File: config.mk
export PLATFORM = sky130hd
export DESIGN_NAME = axis_uart_rx
export DESIGN_NICKNAME = d
export VERILOG_FILES = /design/src/rtl/axis_uart_rx.sv
export SDC_FILE = /design/constraint.sdc
export NUM_CORES = 1
export LEC_CHECK = 0
export CAP_MARGIN = 20
export CORE_MARGIN = 3
export CORE_UTILIZATION = 59
export CTS_CLUSTER_SIZE = 20
export DETAILED_ROUTE_END_ITERATION = 6
export PLACE_DENSITY = 0.79
export SLEW_MARGIN = 20
export SYNTH_ARGS = -nofsm -noshare
export SYNTH_HDL_FRONTEND = slang
export SYNTH_SLANG_ARGS = --single-unit
File: constraint.sdc
create_clock -name clk -period 3.1 [get_ports clk]
set_clock_uncertainty 0.05 [all_clocks]
set_input_delay 0.465 -clock clk [delete_from_list [all_inputs] [get_ports clk]]
set_output_delay 0.465 -clock clk [all_outputs]
set_load 0.01 [all_outputs]
File: src/rtl/axis_uart_rx.sv
// axis_uart_rx -- UART receiver producing an AXI-Stream byte stream.
//
// Serial characters on uart_rx are deserialised and emitted on the m_axis
// master. Packet boundaries come from line idle time: a received byte is
// held in a pending register until either another byte arrives (the held
// byte goes out with last=0) or the line stays idle for IDLE_BITS bit-times
// (the held byte goes out with last=1).
//
// Optional feature: define AXIS_UART_RX_PARITY_EN to expect one even-parity
// bit after the data bits; a parity mismatch is reported like a bad stop bit.
//
// Ports:
//   clk           clock
//   rst           asynchronous active-high reset
//   uart_rx       serial line, idle high, asynchronous to clk
//   m_axis_data   received byte
//   m_axis_valid  beat valid, held until accepted
//   m_axis_last   final byte of a packet
//   m_axis_ready  downstream accept
//   frame_err     one-cycle pulse: character rejected (bad stop/parity)
//   overrun       one-cycle pulse: byte dropped, output slot was busy
module axis_uart_rx #(
  parameter int WIDTH     = 8,
  parameter int CLK_RATE  = 50000000,
  parameter int BAUD      = 115200,
  parameter int IDLE_BITS = 10
) (
  input  logic             clk,
  input  logic             rst,
  input  logic             uart_rx,
  output logic [WIDTH-1:0] m_axis_data,
  output logic             m_axis_valid,
  output logic             m_axis_last,
  input  logic             m_axis_ready,
  output logic             frame_err,
  output logic             overrun
);

  localparam int CPB    = CLK_RATE / BAUD;
  localparam int HALF   = CPB / 2;
  localparam int T      = IDLE_BITS * CPB;
  localparam int CNT_W  = $clog2(CPB + 1);
  localparam int BIT_W  = $clog2(WIDTH + 1);
  localparam int IDLE_W = $clog2(T + 1);

  typedef enum logic [2:0] {S_IDLE, S_START, S_DATA, S_PARITY, S_STOP} state_t;

  state_t             state_q, state_d;
  logic               rx_meta_q, rxs_q, rxs_prev_q;
  logic [CNT_W-1:0]   cnt_q, cnt_d;
  logic [BIT_W-1:0]   bit_q, bit_d;
  logic [WIDTH-1:0]   shift_q, shift_d;
  logic [WIDTH-1:0]   pend_q, pend_d;
  logic               pend_valid_q, pend_valid_d;
  logic [IDLE_W-1:0]  idle_q, idle_d;
  logic               last_due_q, last_due_d;
  logic [WIDTH-1:0]   data_q, data_d;
  logic               valid_q, valid_d;
  logic               last_q, last_d;
  logic               fe_q, fe_d;
  logic               ov_q, ov_d;
  logic               char_good, push, push_last, slot_free;
`ifdef AXIS_UART_RX_PARITY_EN
  logic               par_err_q, par_err_d;
`endif

  // Character FSM: bit timing and sampling.
  always_comb begin
    state_d   = state_q;
    cnt_d     = cnt_q + 1'b1;
    bit_d     = bit_q;
    shift_d   = shift_q;
    char_good = 1'b0;
    fe_d      = 1'b0;
`ifdef AXIS_UART_RX_PARITY_EN
    par_err_d = par_err_q;
`endif
    case (state_q)
      S_IDLE: begin
        cnt_d = '0;
        if (rxs_prev_q && !rxs_q) state_d = S_START;
      end
      S_START: begin
        // Mid-start sample: a high line here was only a glitch.
        if (cnt_q == CNT_W'(HALF - 1)) begin
          cnt_d   = '0;
          bit_d   = '0;
          state_d = rxs_q ? S_IDLE : S_DATA;
        end
      end
      S_DATA: begin
        if (cnt_q == CNT_W'(CPB - 1)) begin
          cnt_d   = '0;
          shift_d = WIDTH'({rxs_q, shift_q} >> 1);
          bit_d   = bit_q + 1'b1;
          if (bit_q == BIT_W'(WIDTH - 1)) begin
`ifdef AXIS_UART_RX_PARITY_EN
            state_d = S_PARITY;
`else
            state_d = S_STOP;
`endif
          end
        end
      end
      S_PARITY: begin
`ifdef AXIS_UART_RX_PARITY_EN
        if (cnt_q == CNT_W'(CPB - 1)) begin
          cnt_d     = '0;
          par_err_d = rxs_q ^ (^shift_q);
          state_d   = S_STOP;
        end
`else
        state_d = S_IDLE;
`endif
      end
      S_STOP: begin
        if (cnt_q == CNT_W'(CPB - 1)) begin
          cnt_d   = '0;
          state_d = S_IDLE;
`ifdef AXIS_UART_RX_PARITY_EN
          if (rxs_q && !par_err_q) char_good = 1'b1;
`else
          if (rxs_q) char_good = 1'b1;
`endif
          else fe_d = 1'b1;
        end
      end
      default: state_d = S_IDLE;
    endcase
  end

  // Pending byte, idle timeout and output slot.
  always_comb begin
    pend_d       = pend_q;
    pend_valid_d = pend_valid_q;
    idle_d       = idle_q;
    last_due_d   = last_due_q;
    ov_d         = 1'b0;
    push         = 1'b0;
    push_last    = 1'b0;
    slot_free    = !valid_q || m_axis_ready;

    if (state_q != S_IDLE) begin
      idle_d = '0;
    end else if (pend_valid_q && !last_due_q) begin
      idle_d = idle_q + 1'b1;
      if (idle_q == IDLE_W'(T - 1)) last_due_d = 1'b1;
    end

    if (char_good) begin
      if (pend_valid_q) begin
        // A timeout that already fired still marks the held byte as last.
        if (slot_free) begin
          push      = 1'b1;
          push_last = last_due_q;
        end else begin
          ov_d = 1'b1;
        end
      end
      pend_d       = shift_q;
      pend_valid_d = 1'b1;
      last_due_d   = 1'b0;
      idle_d       = '0;
    end else if (last_due_q && slot_free) begin
      push         = 1'b1;
      push_last    = 1'b1;
      pend_valid_d = 1'b0;
      last_due_d   = 1'b0;
      idle_d       = '0;
    end

    data_d  = data_q;
    last_d  = last_q;
    valid_d = valid_q && !m_axis_ready;
    if (push) begin
      data_d  = pend_q;
      last_d  = push_last;
      valid_d = 1'b1;
    end
  end

  always_ff @(posedge clk or posedge rst) begin
    if (rst) begin
      rx_meta_q    <= 1'b1;
      rxs_q        <= 1'b1;
      rxs_prev_q   <= 1'b1;
      state_q      <= S_IDLE;
      cnt_q        <= '0;
      bit_q        <= '0;
      pend_valid_q <= 1'b0;
      idle_q       <= '0;
      last_due_q   <= 1'b0;
      data_q       <= '0;
      valid_q      <= 1'b0;
      last_q       <= 1'b0;
      fe_q         <= 1'b0;
      ov_q         <= 1'b0;
`ifdef AXIS_UART_RX_PARITY_EN
      par_err_q    <= 1'b0;
`endif
    end else begin
      rx_meta_q    <= uart_rx;
      rxs_q        <= rx_meta_q;
      rxs_prev_q   <= rxs_q;
      state_q      <= state_d;
      cnt_q        <= cnt_d;
      bit_q        <= bit_d;
      pend_valid_q <= pend_valid_d;
      idle_q       <= idle_d;
      last_due_q   <= last_due_d;
      data_q       <= data_d;
      valid_q      <= valid_d;
      last_q       <= last_d;
      fe_q         <= fe_d;
      ov_q         <= ov_d;
`ifdef AXIS_UART_RX_PARITY_EN
      par_err_q    <= par_err_d;
`endif
    end
  end

  // Pure data registers; their contents only matter once qualified.
  always_ff @(posedge clk) begin
    shift_q <= shift_d;
    pend_q  <= pend_d;
  end

  assign m_axis_data  = data_q;
  assign m_axis_valid = valid_q;
  assign m_axis_last  = last_q;
  assign frame_err    = fe_q;
  assign overrun      = ov_q;

endmodule

# ---- Word-level counts from Yosys, hierarchy flattened
# Index checks and enable logic that the tools add are counted.
dict set report totals {
  mem_bits_rw 0
  latch_bits 0
  inputBits 4
  romBits 0
  regBits 62
  mem_count 0
}
dict set report op_classes {
  shift 0
  mux 41
  n_addsub 3
  order_cmp 0
  bitwise 0
  n_eq_ne 13
  n_reduce_logical 21
  multipliers 0
  div 0
}
# op n
set ops {}
lappend ops {{2-to-1 mux 13 bit} 4}
lappend ops {{case mux 9 bit (3 select lines)} 1}
lappend ops {{2-to-1 mux 1 bit} 24}
lappend ops {{2-to-1 mux 9 bit} 2}
lappend ops {{2-to-1 mux 3 bit} 5}
lappend ops {{adder 13 x 1 -> 13 bit, second input constant} 1}
lappend ops {{equality test 13 bit, second input constant} 1}
lappend ops {{case mux 3 bit (4 select lines)} 1}
lappend ops {{inequality test 2 bit, second input constant} 5}
lappend ops {{adder 9 x 1 -> 9 bit, second input constant} 1}
lappend ops {{equality test 9 x 8 -> 1 bit, second input constant} 1}
lappend ops {{equality test 9 bit, second input constant} 1}
lappend ops {{nonzero test 3 bit} 3}
lappend ops {{2-to-1 mux 4 bit} 2}
lappend ops {{case mux 4 bit (2 select lines)} 1}
lappend ops {{AND reduction 3 bit} 2}
lappend ops {{AND reduction 5 bit} 1}
lappend ops {{adder 4 x 1 -> 4 bit, second input constant} 1}
lappend ops {{equality test 4 x 3 -> 1 bit, second input constant} 1}
lappend ops {{logical AND 1 bit} 4}
lappend ops {{logical NOT 1 bit} 4}
lappend ops {{nonzero test 2 bit} 2}
lappend ops {{nonzero test 4 bit} 1}
lappend ops {{equality test 3 x 1 -> 1 bit, second input constant} 1}
lappend ops {{other kinds (8)} 8}

# ---- Depth between registers and ports, before layout
dict set report logic_depth {
  word_depth 6
  mapped_depth 8
  mapped_depth_nobuf 7
}

# ---- Worst setup path after synthesis
# No wires, ideal clock.
dict set report synth_timing {
  kind {register to register}
  startpoint {reg cnt_q[1]}
  endpoint {reg data_q[0] (netlist: m_axis_data[0])}
  path_buffers 0
  slack_ns 0.880
  period_less_slack_ns 2.220
  arrival_time_ns 2.045
  setup_time_ns 0.125
  stages_incl_launch_ff 7
  cell_sequence {dfrtp_1 > inv_1 > ha_1 > nand4b_1 > nor3_4 > mux2i_4 > mux2_4}
}
dict set report synth_via {
  elab_chain_cells 4
}
# element line_no
set synth_lines {}
lappend synth_lines {{start: declaration} 50} ;# logic [CNT_W-1:0] cnt_q, cnt_d;
lappend synth_lines {{start signal: assignment} 206} ;# cnt_q <= cnt_d;
lappend synth_lines {{equality test 9 bit} 117} ;# if (cnt_q == CNT_W'(CPB - 1)) begin
lappend synth_lines {{2-to-1 mux 1 bit} 117}
lappend synth_lines {{2-to-1 mux 1 bit} 78} ;# case (state_q)
lappend synth_lines {{net char_good} 62} ;# logic char_good, push, push_last, slot_free;
lappend synth_lines {{2-to-1 mux 1 bit} 150} ;# if (char_good) begin
lappend synth_lines {{end signal: assignment} 211} ;# data_q <= data_d;
lappend synth_lines {{end: declaration} 57} ;# logic [WIDTH-1:0] data_q, data_d;
# The timed path passes the listed nets, and every way through them passes these cells.
# A chain may end at the register's enable or synchronous reset.

# ---- Final worst setup path
dict set report layout_timing {
  startpoint {reg cnt_q[1]}
  endpoint {reg data_q[3] (netlist: m_axis_data[3])}
}
# The elaborated chain is that of the path after synthesis.

==> out/qor.yml <==
cts_tree: "done"
r2r_start: "cnt_q[1]$_DFF_PP0_"
dieArea_sq_um: 5600
finalMaxSlewViolations: 0
grt_overflow_total: 0
worst_pin_slew_ns: 0.913
routedWlPerCell_um: 14.8
yosys-top-cells-area: "dfrtp_1, edfxtp_1, mux2_4, nor2_1, xnor2_1"
async_reset_ff_share_pct: 74.2
drt_iter0_drc: 101
ant_nets: 0
fillers: 318
synth_top_area_share_pct: 38.5
routabilityCongestion: 0.801
worstSetupStartpoint: "cnt_q[1]$_DFF_PP0_"
r2r_end: "m_axis_data[3]$_DFFE_PP0P_"
reg2reg_depth: 7
dp_slack_ns: 0.808
post_cts_buffers: 0
rsz0062_at_grt: "no"
ir_drop_v: 0.000437
synthCells: 233
drc_errors: 0
ys_warn_count: 0
clock_latency_ns: 0.34
min_path_cells: 0
routed_wl_um: 4610
setup_viol: 0
holdBufCountCts: 0
antenna_found_initial: 0
chipHeight_um: 74.9
p_comb_share_pct: 17.5
rows: 24
placed_cell_area_sq_um: 2970
cts_buffer_depth: 2
die_x_um: 74.9
holdWs_ns: 0.312
drive_gt1_share_pct: 13.9
seq_area_frac_synth_pct: 58.5
antennaDiodeCount: 0
relSlewSlack_pct: 39.1
clock-root-buffer: "clkbuf_8"
layout_common_cells: "dfrtp_1, nor2_1, nand2_1"
p_seq_share_pct: 47.0
crit_arrival_ns: 2.43
fin_cells: 311
clk_pin_slew_ns: 0.06
grt_max_degree: 47
firstDrtPassIters: 5
hold_viol: 0
core_area_sq_um: 4470
maxCapViolations: 0
p_switching_uw: 547
endpoint_kind: "flop"
swShare_pct: 25.0
area_growth_pct: 13.9
io_pins: 16
start_kind: "flop"
outcome: "finished clean"
dp.cells: 295
final_cell_area_sq_um: 3190
cts-htree-levels: 3
numPortBuffers: 15
cts.sinks: 62
cts_buffers: 9
yosysTopAreaCell: "dfrtp_1"
finish.utilization_pct: 71.2
via_per_inst: 5.77
pwr_density_cell_nw_per_um2: 686
synth_area_sq_um: 2800
p_int_mw: 1.64
cp_max_fo: 12
hp-class: "reg -> reg"
setup-tns-final_ns: 0
required_ns: 3.28
start_util_pct: 62.5
vias: 1793
period_minus_slack_ns: 2.26
p_total_mw: 2.19
fin_crit_sh_pct: 72.8
synth_fp_nets: 242
ys_ff_latch: 62
ff2ff_setup_slack_ns: 0.84
nets: 263
hpwl_um: 3100
syn_avg_cell_area_sq_um: 12.0
min_to: "rxs_q$_DFF_PP1_"
synth_edf_count: 16
p_clk_share_pct: 35.5
path_class: "reg -> reg"
synthFlopType: "dfrtp_1"
grt_pass1_vias: 1645
grt_first_pass_wirelength_um: 7510
postLayoutSetupSlackWorst_ns: 0.845
grt_usage_pct: 18.4
min-delay-start: "rx_meta_q$_DFF_PP1_"
yosysUniqueCellTypes: 48
max_freq_mhz: 443
cts_resized: 0
layout.cells.most_common: "dfrtp_1"
leakagePower_nw: 1.27
[flip-flops by register name, indices dropped and copies added, names as in the netlist]
| register | flops |
|---|---|
| frame_err | 1 |
| idle_q | 13 |
| cnt_q | 9 |
| m_axis_data | 8 |
| pend_valid_q | 1 |
| state_q | 3 |
| rxs_q | 1 |
| rxs_prev_q | 1 |
| rx_meta_q | 1 |
| m_axis_valid | 1 |
| pend_q | 8 |
| overrun | 1 |
| shift_q | 8 |
| last_due_q | 1 |
| m_axis_last | 1 |
| bit_q | 4 |
[synthesized netlist by cell type, types with 2 or more instances]
cell type and count:
nand2b_1 5, a41oi_1 2, clkbuf_8 2, clkbuf_1 3, nand3_1 10, dfstp_2 3, ha_1 5, nand3b_1 2
xnor2_1 10, nand2_1 21, nor2_1 24, a21boi_0 2, edfxtp_1 16, nor4_1 4, a31oi_1 4, inv_1 5
and4_1 2, a21o_1 3, nand4_1 3, a21oi_1 9, mux2_4 8, xor2_1 3, nor3_1 6, dfrtp_1 43
o21ai_0 9, or3_1 5, or4b_1 2, nand4b_1 2
[cell type report]
class	count	area (sq um)	area share, %
sequential	62	1640	51.3
multi-input combinational	159	1090	34.2
timing repair buffer	16	158	4.95
clock buffer	12	145	4.55
clock inverter	4	71.3	2.24
tap	52	65.1	2.04
inverter	6	22.5	0.707
[power by group through the flow]
stage	clock network [mW]	registers [mW]	logic, mW
2_1_floorplan	0	1.05	0.217
3_3_place_gp	0	1.04	0.376
3_5_place_dp	0	1.04	0.386
4_1_cts	0.783	1.03	0.388
5_1_grt	0.816	1.04	0.425
6_report	0.775	1.03	0.383
[worst max-delay path, stage by stage (launching register included)]
cell and delay, ns:
dfrtp_1 0.39, inv_1 0.08, ha_1 0.16, nand4b_1 0.22, nor3_4 0.17, buf_4 0.23
mux2i_4 0.49, mux2_4 0.34
[cells by family (layout without fill, tap and decap cells)]
group | Yosys count | in the layout | share of synthesized area, %
xor gates and xnor gates | 13 | 13 | 4.07
muxes | 10 | 10 | 5.46
and+or+nand+nor | 98 | 98 | 19.9
buffers and inverters | 12 | 38 | 2.59
AOI/OAI and AO/OA | 33 | 33 | 7.24
adders and majority gates | 5 | 5 | 2.24
DFF | 62 | 62 | 58.5
[how the worst max path moves through the flow]
stage                                             to  cells past startpoint
after floorplan           m_axis_data[0]$_DFFE_PP0P_                      6
after global placement    m_axis_data[5]$_DFFE_PP0P_                      5
after detailed placement  m_axis_data[0]$_DFFE_PP0P_                      5
after CTS                 m_axis_data[3]$_DFFE_PP0P_                      7
after global routing      m_axis_data[1]$_DFFE_PP0P_                      7
final                     m_axis_data[3]$_DFFE_PP0P_                      7
[layer usage]
metal | wire length (um) | track usage, % | up-vias | share of wire [%]
met4 | 82 | 10.7 | 0 | 1.8
met1 | 2240 | 24.1 | 871 | 49
met5 | 0 | 0 | - | 0
met2 | 2140 | 27.5 | 31 | 46
met3 | 150 | 5.21 | 8 | 3.3
li1 | - | - | 883 | -
Note: power is estimated with default switching activity, not from simulation.
